`config.mk`:
```
export PLATFORM = sky130hd
export DESIGN_NAME = sound_player_flat
export DESIGN_NICKNAME = d
export VERILOG_FILES = /design/src/rtl/sound_player_if.sv /design/src/rtl/sound_player.sv /design/src/flat_wrapper.sv
export SDC_FILE = /design/constraint.sdc
export NUM_CORES = 1
export LEC_CHECK = 0
export BUFFER_PORTS_ARGS = -buffer_cell sky130_fd_sc_hd__buf_2
export CAP_MARGIN = 10
export CELL_PAD_IN_SITES_DETAIL_PLACEMENT = 0
export CELL_PAD_IN_SITES_GLOBAL_PLACEMENT = 1
export CORE_MARGIN = 10
export CORE_UTILIZATION = 51
export DETAILED_ROUTE_END_ITERATION = 16
export PLACE_DENSITY_LB_ADDON = 0.1
export SYNTH_ARGS = -nofsm -noshare
export SYNTH_HDL_FRONTEND = slang
export SYNTH_SLANG_ARGS = --single-unit
```
`constraint.sdc`:
```
create_clock -name clock -period 9.05 [get_ports clock]
set_input_delay 0.905 -clock clock [delete_from_list [all_inputs] [get_ports clock]]
set_output_delay 0.905 -clock clock [all_outputs]
set_load 0.01 [all_outputs]
```
`src/rtl/sound_player_if.sv`:
```
// Request/response bundle between a sound-request block and the sound player.
// go is a level request; the player answers with busy while the tone runs and a one-cycle done when it ends.
interface sound_player_if;
    // go: the requester raises go to start a note and holds it for the whole note;
    // a new note starts only on a rising edge of go seen while the player is idle.
    // busy is high while the note sounds; done pulses for exactly one cycle when it ends.
    // There is no backpressure: a rising edge that arrives while the player is not idle is dropped.
    logic       go;
    logic [5:0] sound;
    logic       audio;
    logic       busy;
    logic       done;

    modport master (
        output go,
        output sound,
        input  audio,
        input  busy,
        input  done
    );

    modport slave (
        input  go,
        input  sound,
        output audio,
        output busy,
        output done
    );
endinterface

```
`src/rtl/sound_player.sv`:
```
// Square-wave note renderer: latches a sound code on a rising edge of go and toggles audio
// every half-period until go falls or the watchdog expires.
module sound_player #(
    parameter int MAX_TICKS = 60_000_000
) (
    input  logic                 clock,
    input  logic                 resetn,
    sound_player_if.slave        snd,
    output logic [1:0]           o_dbg_state
);

    typedef enum logic [1:0] {
        ST_IDLE = 2'd0,
        ST_PLAY = 2'd1,
        ST_DONE = 2'd2
    } state_t;

    localparam logic [25:0] TICK_LAST = 26'(MAX_TICKS - 1);

    state_t      r_state;
    state_t      w_next;
    logic        r_go_q;
    logic [5:0]  r_code;
    logic [16:0] r_phase;
    logic [25:0] r_tick;
    logic        r_audio;

    logic        w_go_rise;
    logic        w_watchdog;
    logic        w_phase_wrap;
    logic        w_silent;
    logic [16:0] w_base;
    logic [16:0] w_half;

    // Octave-0 half-periods in 50 MHz cycles; index 0 is silence and has no period.
    always_comb begin
        w_base = 17'd0;
        case (r_code[2:0])
            3'd1:    w_base = 17'd95556;
            3'd2:    w_base = 17'd85131;
            3'd3:    w_base = 17'd75843;
            3'd4:    w_base = 17'd71586;
            3'd5:    w_base = 17'd63776;
            3'd6:    w_base = 17'd56818;
            3'd7:    w_base = 17'd50619;
            default: w_base = 17'd0;
        endcase
    end

    assign w_half       = w_base >> r_code[5:3];
    assign w_silent     = (r_code[2:0] == 3'd0);
    assign w_phase_wrap = (r_phase == (w_half - 17'd1));
    assign w_go_rise    = snd.go & ~r_go_q;
    assign w_watchdog   = (r_tick == TICK_LAST);

    always_ff @(posedge clock or posedge resetn) begin
        if (resetn) begin
            r_state <= ST_IDLE;
        end else begin
            r_state <= w_next;
        end
    end

    // go falling wins over the watchdog when both happen on the same edge.
    always_comb begin
        w_next = r_state;
        case (r_state)
            ST_IDLE: if (w_go_rise) w_next = ST_PLAY;
            ST_PLAY: begin
                if (!snd.go)         w_next = ST_DONE;
                else if (w_watchdog) w_next = ST_DONE;
            end
            ST_DONE: w_next = ST_IDLE;
            default: w_next = ST_IDLE;
        endcase
    end

    always_ff @(posedge clock or posedge resetn) begin
        if (resetn) begin
            r_go_q  <= 1'b0;
            r_code  <= 6'd0;
            r_phase <= 17'd0;
            r_tick  <= 26'd0;
            r_audio <= 1'b0;
        end else begin
            r_go_q <= snd.go;
            case (r_state)
                ST_IDLE: begin
                    r_audio <= 1'b0;
                    if (w_go_rise) begin
                        r_code  <= snd.sound;
                        r_phase <= 17'd0;
                        r_tick  <= 26'd0;
                    end
                end
                ST_PLAY: begin
                    if (w_next != ST_PLAY) begin
                        r_audio <= 1'b0;
                    end else begin
                        r_tick <= r_tick + 26'd1;
                        if (w_phase_wrap) begin
                            r_phase <= 17'd0;
                            if (!w_silent) r_audio <= ~r_audio;
                        end else begin
                            r_phase <= r_phase + 17'd1;
                        end
                    end
                end
                default: r_audio <= 1'b0;
            endcase
        end
    end

    assign snd.audio   = r_audio;
    assign snd.busy    = (r_state == ST_PLAY);
    assign snd.done    = (r_state == ST_DONE);
    assign o_dbg_state = r_state;

endmodule

```
`src/flat_wrapper.sv`:
```
// flat-port wrapper written by rule: the top's interface ports become plain ports
module sound_player_flat 
#(
    parameter int MAX_TICKS = 60_000_000
)
  (clock, resetn, o_dbg_state, snd_go, snd_sound, snd_audio, snd_busy, snd_done);
  sound_player_if snd_i ();
  input  logic clock;
  input  logic resetn;
  output logic [1:0] o_dbg_state;
  input wire logic [$bits(snd_i.go)-1:0] snd_go;
  input wire logic [$bits(snd_i.sound)-1:0] snd_sound;
  output wire logic [$bits(snd_i.audio)-1:0] snd_audio;
  output wire logic [$bits(snd_i.busy)-1:0] snd_busy;
  output wire logic [$bits(snd_i.done)-1:0] snd_done;
  assign snd_i.go = snd_go;
  assign snd_i.sound = snd_sound;
  assign snd_audio = snd_i.audio;
  assign snd_busy = snd_i.busy;
  assign snd_done = snd_i.done;
  sound_player #(.MAX_TICKS(MAX_TICKS)) u_core (.clock(clock), .resetn(resetn), .snd(snd_i), .o_dbg_state(o_dbg_state));
endmodule
```
==> summary.md, run 1 <==
| Metric | Value |
|---|---|
| Startpoint Class | `flip-flop` |
| Largest net degree at the start of global routing | `56` |
| WL per Instance | `18.5 um` |
| Synth area leader | `dfrtp_1` |
| First-pass GRT wire length | `20400 um` |
| Synthesized netlist cell count | `567` |
| DIE WIDTH | `113 um` |
| CTS sink count | `53` |
| CTS tree | `yes` |
| Number of setup buffers added after CTS | `0` |
| H-tree depth | `2` |
| VDD IR-drop max | `0.000109 V` |
| Synth unique cells | `68` |
| Period utilisation layout | `0.446` |
| Sw power | `0.000444 W` |
| CTS root buf | `clkbuf_8` |
| Tot GR Track Use | `0.188` |
| Flop pwr share | `0.273` |
| Asr flop ratio synth | `1.00` |
| Clk_skew | `0.0126 ns` |
| Vias in the first global route | `3950` |
| Comb pwr share | `0.560` |
| First-iteration detailed-routing DRC count | `518` |
| Leakage power | `1.87 nW` |
| Die extent in y | `113 um` |
| Post-synth top cells | `60 x nor2_1, 57 x nand2_1, 53 x dfrtp_1` |
| Top cells by area, synth | `dfrtp_1 30%, xor2_1 6.0%, nor2_1 5.1%` |
| Number of port buffers | `13` |
| Synth Register Bits | `53` |
| Initial antenna violation count | `0` |
| Mean post-synth cell area | `7.73 um^2` |
| Crit path capture type | `flip-flop` |
| Count leader, synth | `nor2_1` |
| Synthesis Warnings | `0` |
| Finish-stage setup viols | `0` |
| Drt total wl | `12200 um` |
| Area grow syn2layout | `3.99%` |
| RSZ-0062 raised after global routing | `no` |
| Final Hold Vio Count | `0` |
| DRC Markers | `0` |
| Critical Path RT | `9.23 ns` |
| Cell Area, Synth | `4390 um^2` |
| Max Slew Vio Count | `0` |
| Site Rows | `33` |
| GRT Residual Overflow | `0` |
| Syn_nets | `579` |
| Total die area | `12700 um^2` |
| Layout fillers | `805` |
| Vias per cell | `6.42` |
| Number of synthesized flops with an enable pin | `0` |
| Placer Congestion | `0.938` |
| Synth top area share | `0.302` |
| Inst Count DP | `650` |
| Sw frac | `0.454` |
| Slew @ Worst Pin | `1.08 ns` |
| Deepest clock path buffer count | `2` |
| Status | `finished clean` |
| Seq/Total Area, Yosys | `0.302` |
| Hold Crit Class | `flip-flop to flip-flop` |
| Core area | `8300 um^2` |
| Antenna-violating nets left | `0` |
| Clock network power share | `0.167` |
| Worst-skew pair later-pin latency | `0.31 ns` |
| Crit-path max FO | `55` |
| Layout cells sized above 1 | `0.0796` |
| PD cells | `214 nW/um^2` |
| DR pass1 iterations | `7` |
| Setup TNS Final | `0 ns` |
| DP HPWL | `8450 um` |
| Pre-CTS setup slack | `5.17 ns` |
| Antenna diodes | `0` |
| Starting Density | `0.528` |
| Worst EP arrival | `4.21 ns` |
| Post-CTS Resized | `0` |
| Post-layout min period | `4.03 ns` |
| Critical path class | `flip-flop to flip-flop` |
| Hold slack | `0.522 ns` |
| Slew headroom | `0.280` |
| Prevailing post-synth register cell | `dfrtp_1` |
| Tot Pwr | `0.000978 W` |
| Via count | `4227` |
| Fin nets | `564` |
| Finished Layout Cells | `658` |
| Max-Cap Viols | `0` |
| Cell Int Power | `0.000534 W` |
| Clock slew at reported path FFs | `0.10 ns` |
| Fmax | `248 MHz` |
| Worst Slack Setup Final | `5.02 ns` |
| Hold Buf Count CTS | `0` |
| Boundary Pins | `14` |
| TritonCTS Buffers | `5` |
worst paths after layout:
path	depth (start not counted)	end	start	slack (ns)
min in group asynchronous	2	u_core.r_tick[18]$_DFFE_PP0P_	resetn	0.86
min reg2reg	1	u_core.o_dbg_state[1]$_DFF_PP0_	u_core.o_dbg_state[1]$_DFF_PP0_	0.52
max	17	u_core.r_phase[8]$_DFFE_PP0P_	u_core.r_code[2]$_DFFE_PP0P_	5.02
max in group asynchronous	2	u_core.r_tick[10]$_DFFE_PP0P_	resetn	7.53
min	1	u_core.o_dbg_state[1]$_DFF_PP0_	u_core.o_dbg_state[1]$_DFF_PP0_	0.52
max reg2reg	17	u_core.r_phase[8]$_DFFE_PP0P_	u_core.r_code[2]$_DFFE_PP0P_	5.02
final cells by class:
| class | instances | area [um^2] | area share |
|---|---|---|---|
| flip-flops and latches | 53 | 1330 | 0.291 |
| repair buffers | 21 | 125 | 0.0274 |
| well taps | 105 | 131 | 0.0288 |
| clock inverters | 3 | 43.8 | 0.00960 |
| inverters | 11 | 41.3 | 0.00905 |
| clock buffers | 5 | 68.8 | 0.0151 |
| multi-input cells | 460 | 2820 | 0.619 |
critical path, stage by stage, from the launching register on:
cell	delay, ns
dfrtp_1	0.35
buf_4	0.43
nor2_1	0.20
o21ai_0	0.18
o21ai_0	0.10
a221oi_1	0.28
a31oi_1	0.08
a211oi_1	0.23
ha_1	0.34
and3_1	0.20
a211oi_1	0.05
a2111oi_0	0.36
nand4_1	0.14
nor3_1	0.19
and4_1	0.27
nand2_1	0.14
o21bai_4	0.25
nor2_1	0.09
layer usage:
metal | GRT usage | vias to the layer above | wire [um]
met5 | 0 | - | 0
met4 | 0.0728 | 0 | 378
met3 | 0.0291 | 30 | 844
met2 | 0.290 | 190 | 5450
met1 | 0.257 | 2004 | 5490
li1 | - | 2003 | -
cell families after synthesis:
kind of cell	Yosys count	synth area share
buf+inv	54	0.0551
xor+xnor	51	0.102
simple gates	251	0.292
fa+ha+maj	4	0.0108
flops	53	0.302
mux	4	0.00942
compound gates	150	0.229
power groups by stage:
stage                     Clock, W  Combinational, W  Sequential (W)
final                     0.000163          0.000548        0.000267
after global routing      0.000178          0.000602        0.000269
after CTS                 0.000168          0.000532        0.000267
after detailed placement         0          0.000529        0.000271
after global placement           0          0.000535        0.000271
after floorplan                  0          0.000424        0.000269
registers in the layout, summed over array words and instances (netlist names):
| signal | count |
|---|---|
| u_core.snd.audio | 1 |
| u_core.r_phase | 17 |
| u_core.r_code | 6 |
| u_core.r_go_q | 1 |
| u_core.o_dbg_state | 2 |
| u_core.r_tick | 26 |
layout by cell type, fill, tap and decap left out, types with 6 or more instances in the layout:
master    Yosys  final
a211oi_1      9      9
a21oi_1      25     25
a31oi_1       7      7
and2_1        9      9
and3_1       17     17
buf_2        19     13
buf_4         2      8
dfrtp_1      53     53
inv_1         7      6
nand2_1      57     57
nand2b_1     16     16
nand3_1      27     27
nand4_1      12     12
nor2_1       60     60
nor2b_1      13     13
nor3_1       11     11
o21ai_0      45     45
o21ai_1       7      7
xnor2_1      21     21
xor2_1       30     30
per-stage QoR:
step,utilization,cell area (um^2)
after detailed placement,0.536,4450
after global placement,0.536,4450
final,0.550,4560
after global routing,0.550,4560
after floorplan,-,4390
after CTS,0.550,4560
(Power assumes the default switching activity.)
==> run 2: changes to the inputs <==
--- a/config.mk
+++ b/config.mk
@@ -10,7 +10,7 @@
 export CELL_PAD_IN_SITES_DETAIL_PLACEMENT = 0
 export CELL_PAD_IN_SITES_GLOBAL_PLACEMENT = 1
 export CORE_MARGIN = 10
-export CORE_UTILIZATION = 51
+export CORE_UTILIZATION = 48
 export DETAILED_ROUTE_END_ITERATION = 16
 export PLACE_DENSITY_LB_ADDON = 0.1
 export SYNTH_ARGS = -nofsm -noshare
==> constraint.sdc (replaced) <==
create_clock -name clock -period 3.85 [get_ports clock]
set_input_delay 0.385 -clock clock [delete_from_list [all_inputs] [get_ports clock]]
set_output_delay 0.385 -clock clock [all_outputs]
set_load 0.01 [all_outputs]
==> summary.md, run 2 (synthesized netlist as in run 1, its figures left out) <==
| Metric | Value |
|---|---|
| Status | `finished clean` |
| Crit-path max FO | `38` |
| Hold Buf Count CTS | `0` |
| Leakage power | `1.98 nW` |
| Deepest clock path buffer count | `2` |
| Clock slew at reported path FFs | `0.11 ns` |
| DR pass1 iterations | `7` |
| Final Hold Vio Count | `0` |
| RSZ-0062 raised after global routing | `no` |
| Die extent in y | `116 um` |
| Drt total wl | `13300 um` |
| Crit path capture type | `flip-flop` |
| Vias in the first global route | `4067` |
| VDD IR-drop max | `0.000203 V` |
| Max-Cap Viols | `0` |
| Area grow syn2layout | `8.45%` |
| Core area | `8810 um^2` |
| Site Rows | `34` |
| Hold EP | `u_core.r_go_q$_DFF_PP0_` |
| Max Slew Vio Count | `0` |
| Commonest non-fill, non-tap cell in the layout | `nor2_1` |
| TritonCTS Buffers | `5` |
| Worst EP arrival | `3.76 ns` |
| CTS tree | `yes` |
| R2r setup slk | `0.29 ns` |
| DRC Markers | `0` |
| Worst-skew pair later-pin latency | `0.31 ns` |
| Fmax | `281 MHz` |
| Startpoint Class | `flip-flop` |
| Finish-stage setup viols | `0` |
| DP HPWL | `9510 um` |
| Tot GR Track Use | `0.200` |
| CTS root buf | `clkbuf_8` |
| Critical path class | `flip-flop to flip-flop` |
| CTS sink count | `53` |
| Worst Slack Setup Final | `0.290 ns` |
| Hold slack | `0.231 ns` |
| Fin nets | `586` |
| Reg with most FFs | `u_core.r_tick` |
| Slew headroom | `0.269` |
| Inst Count DP | `673` |
| Hold Crit Class | `input port to flip-flop` |
| Antenna diodes | `0` |
| Clk_skew | `0.0179 ns` |
| Post-Route Utilization | `0.540` |
| Boundary Pins | `14` |
| Placer Congestion | `0.948` |
| WL per Instance | `19.5 um` |
| DIE WIDTH | `116 um` |
| First-iteration detailed-routing DRC count | `501` |
| Worst r2r path cells | `16` |
| Via count | `4348` |
| Worst r2r src | `u_core.r_code[4]$_DFFE_PP0P_` |
| Hold Crit Start | `snd_go` |
| Setup TNS Final | `0 ns` |
| Most frequent cells in the layout | `60 x nor2_1, 56 x nand2_1, 53 x dfrtp_1` |
| Initial antenna violation count | `0` |
| Pre-CTS setup slack | `0.121 ns` |
| Total die area | `13400 um^2` |
| Number of port buffers | `13` |
| Critical Path RT | `4.05 ns` |
| Post-layout min period | `3.56 ns` |
| Starting Density | `0.498` |
| Layout cells sized above 1 | `0.120` |
| Vias per cell | `6.37` |
| Finished Layout Cells | `683` |
| H-tree depth | `2` |
| Largest registers | `u_core.r_tick (26), u_core.r_phase (17), u_core.r_code (6)` |
| Slew @ Worst Pin | `1.09 ns` |
| Critical R2R Capture | `u_core.r_phase[12]$_DFFE_PP0P_` |
| Largest register FFs | `26` |
| Antenna-violating nets left | `0` |
| Period utilisation layout | `0.925` |
| Hold Crit Depth | `1` |
| PD cells | `503 nW/um^2` |
| Largest net degree at the start of global routing | `54` |
| First-pass GRT wire length | `21700 um` |
| GRT Residual Overflow | `0` |
==> run 2: worst max path at each step <==
stage	startpoint	end	slack (ns)	depth (start not counted)
6_report	u_core.r_code[4]$_DFFE_PP0P_	u_core.r_phase[12]$_DFFE_PP0P_	0.29	16
5_1_grt	u_core.r_code[4]$_DFFE_PP0P_	u_core.r_phase[8]$_DFFE_PP0P_	0.02	16
4_1_cts	u_core.r_code[4]$_DFFE_PP0P_	u_core.r_phase[12]$_DFFE_PP0P_	0.09	16
3_5_place_dp	u_core.r_code[4]$_DFFE_PP0P_	u_core.r_phase[12]$_DFFE_PP0P_	0.12	16
3_3_place_gp	u_core.r_code[4]$_DFFE_PP0P_	u_core.r_phase[13]$_DFFE_PP0P_	0.32	16
2_1_floorplan	u_core.r_code[2]$_DFFE_PP0P_	u_core.r_phase[10]$_DFFE_PP0P_	0.25	19
==> run 2: area by class of cell <==
class | instances | area, um^2
Clock inverter | 2 | 13.8
Tap cell | 108 | 135
Clock buffer | 6 | 72.6
Multi-Input combinational cell | 461 | 2860
Sequential cell | 53 | 1330
Inverter | 11 | 41.3
Fill cell | 872 | 4050
Timing Repair Buffer | 42 | 312
==> run 2: per-stage QoR <==
step	instance area [um^2]	total power, W
2_1_floorplan	4390	0.00163
3_3_place_gp	4630	0.00202
3_5_place_dp	4630	0.00201
4_1_cts	4710	0.00234
5_1_grt	4760	0.00255
6_report	4760	0.00239
==> run 2: where the power goes <==
| group | internal [W] | total (W) | switching, W |
|---|---|---|---|
| Clock | 0.000130 | 0.000323 | 0.000192 |
| Combinational | 0.000565 | 0.00142 | 0.000854 |
| Sequential | 0.000593 | 0.000651 | 0.0000583 |
| Total | 0.00129 | 0.00239 | 0.00110 |
==> run 2: what timing repair did <==
item                                    in CTS  in global routing
setup buffers                                0                  1
endpoints found under the setup margin       0                 14
resized for setup                            0                  7
==> run 2: critical path, stage by stage (launching register included) <==
cell and delay, ns:
dfrtp_1 0.42, buf_12 0.21, nand2b_1 0.14, o21ai_0 0.08, a221oi_1 0.25, a31oi_1 0.08
a211oi_2 0.28, ha_2 0.30, and3_1 0.17, a211oi_1 0.05, a2111oi_1 0.33, nand4_1 0.13
nor3_1 0.24, and4_2 0.30, nand2_2 0.13, o21bai_4 0.24, nor2_1 0.09
==> run 2: per-layer routing <==
metal  vias up  GRT usage  share of wire
li1       2055          -              -
met1      2027      0.276           0.45
met2       230      0.306           0.44
met3        36     0.0357          0.084
met4         0     0.0726          0.031
met5         -          0              0
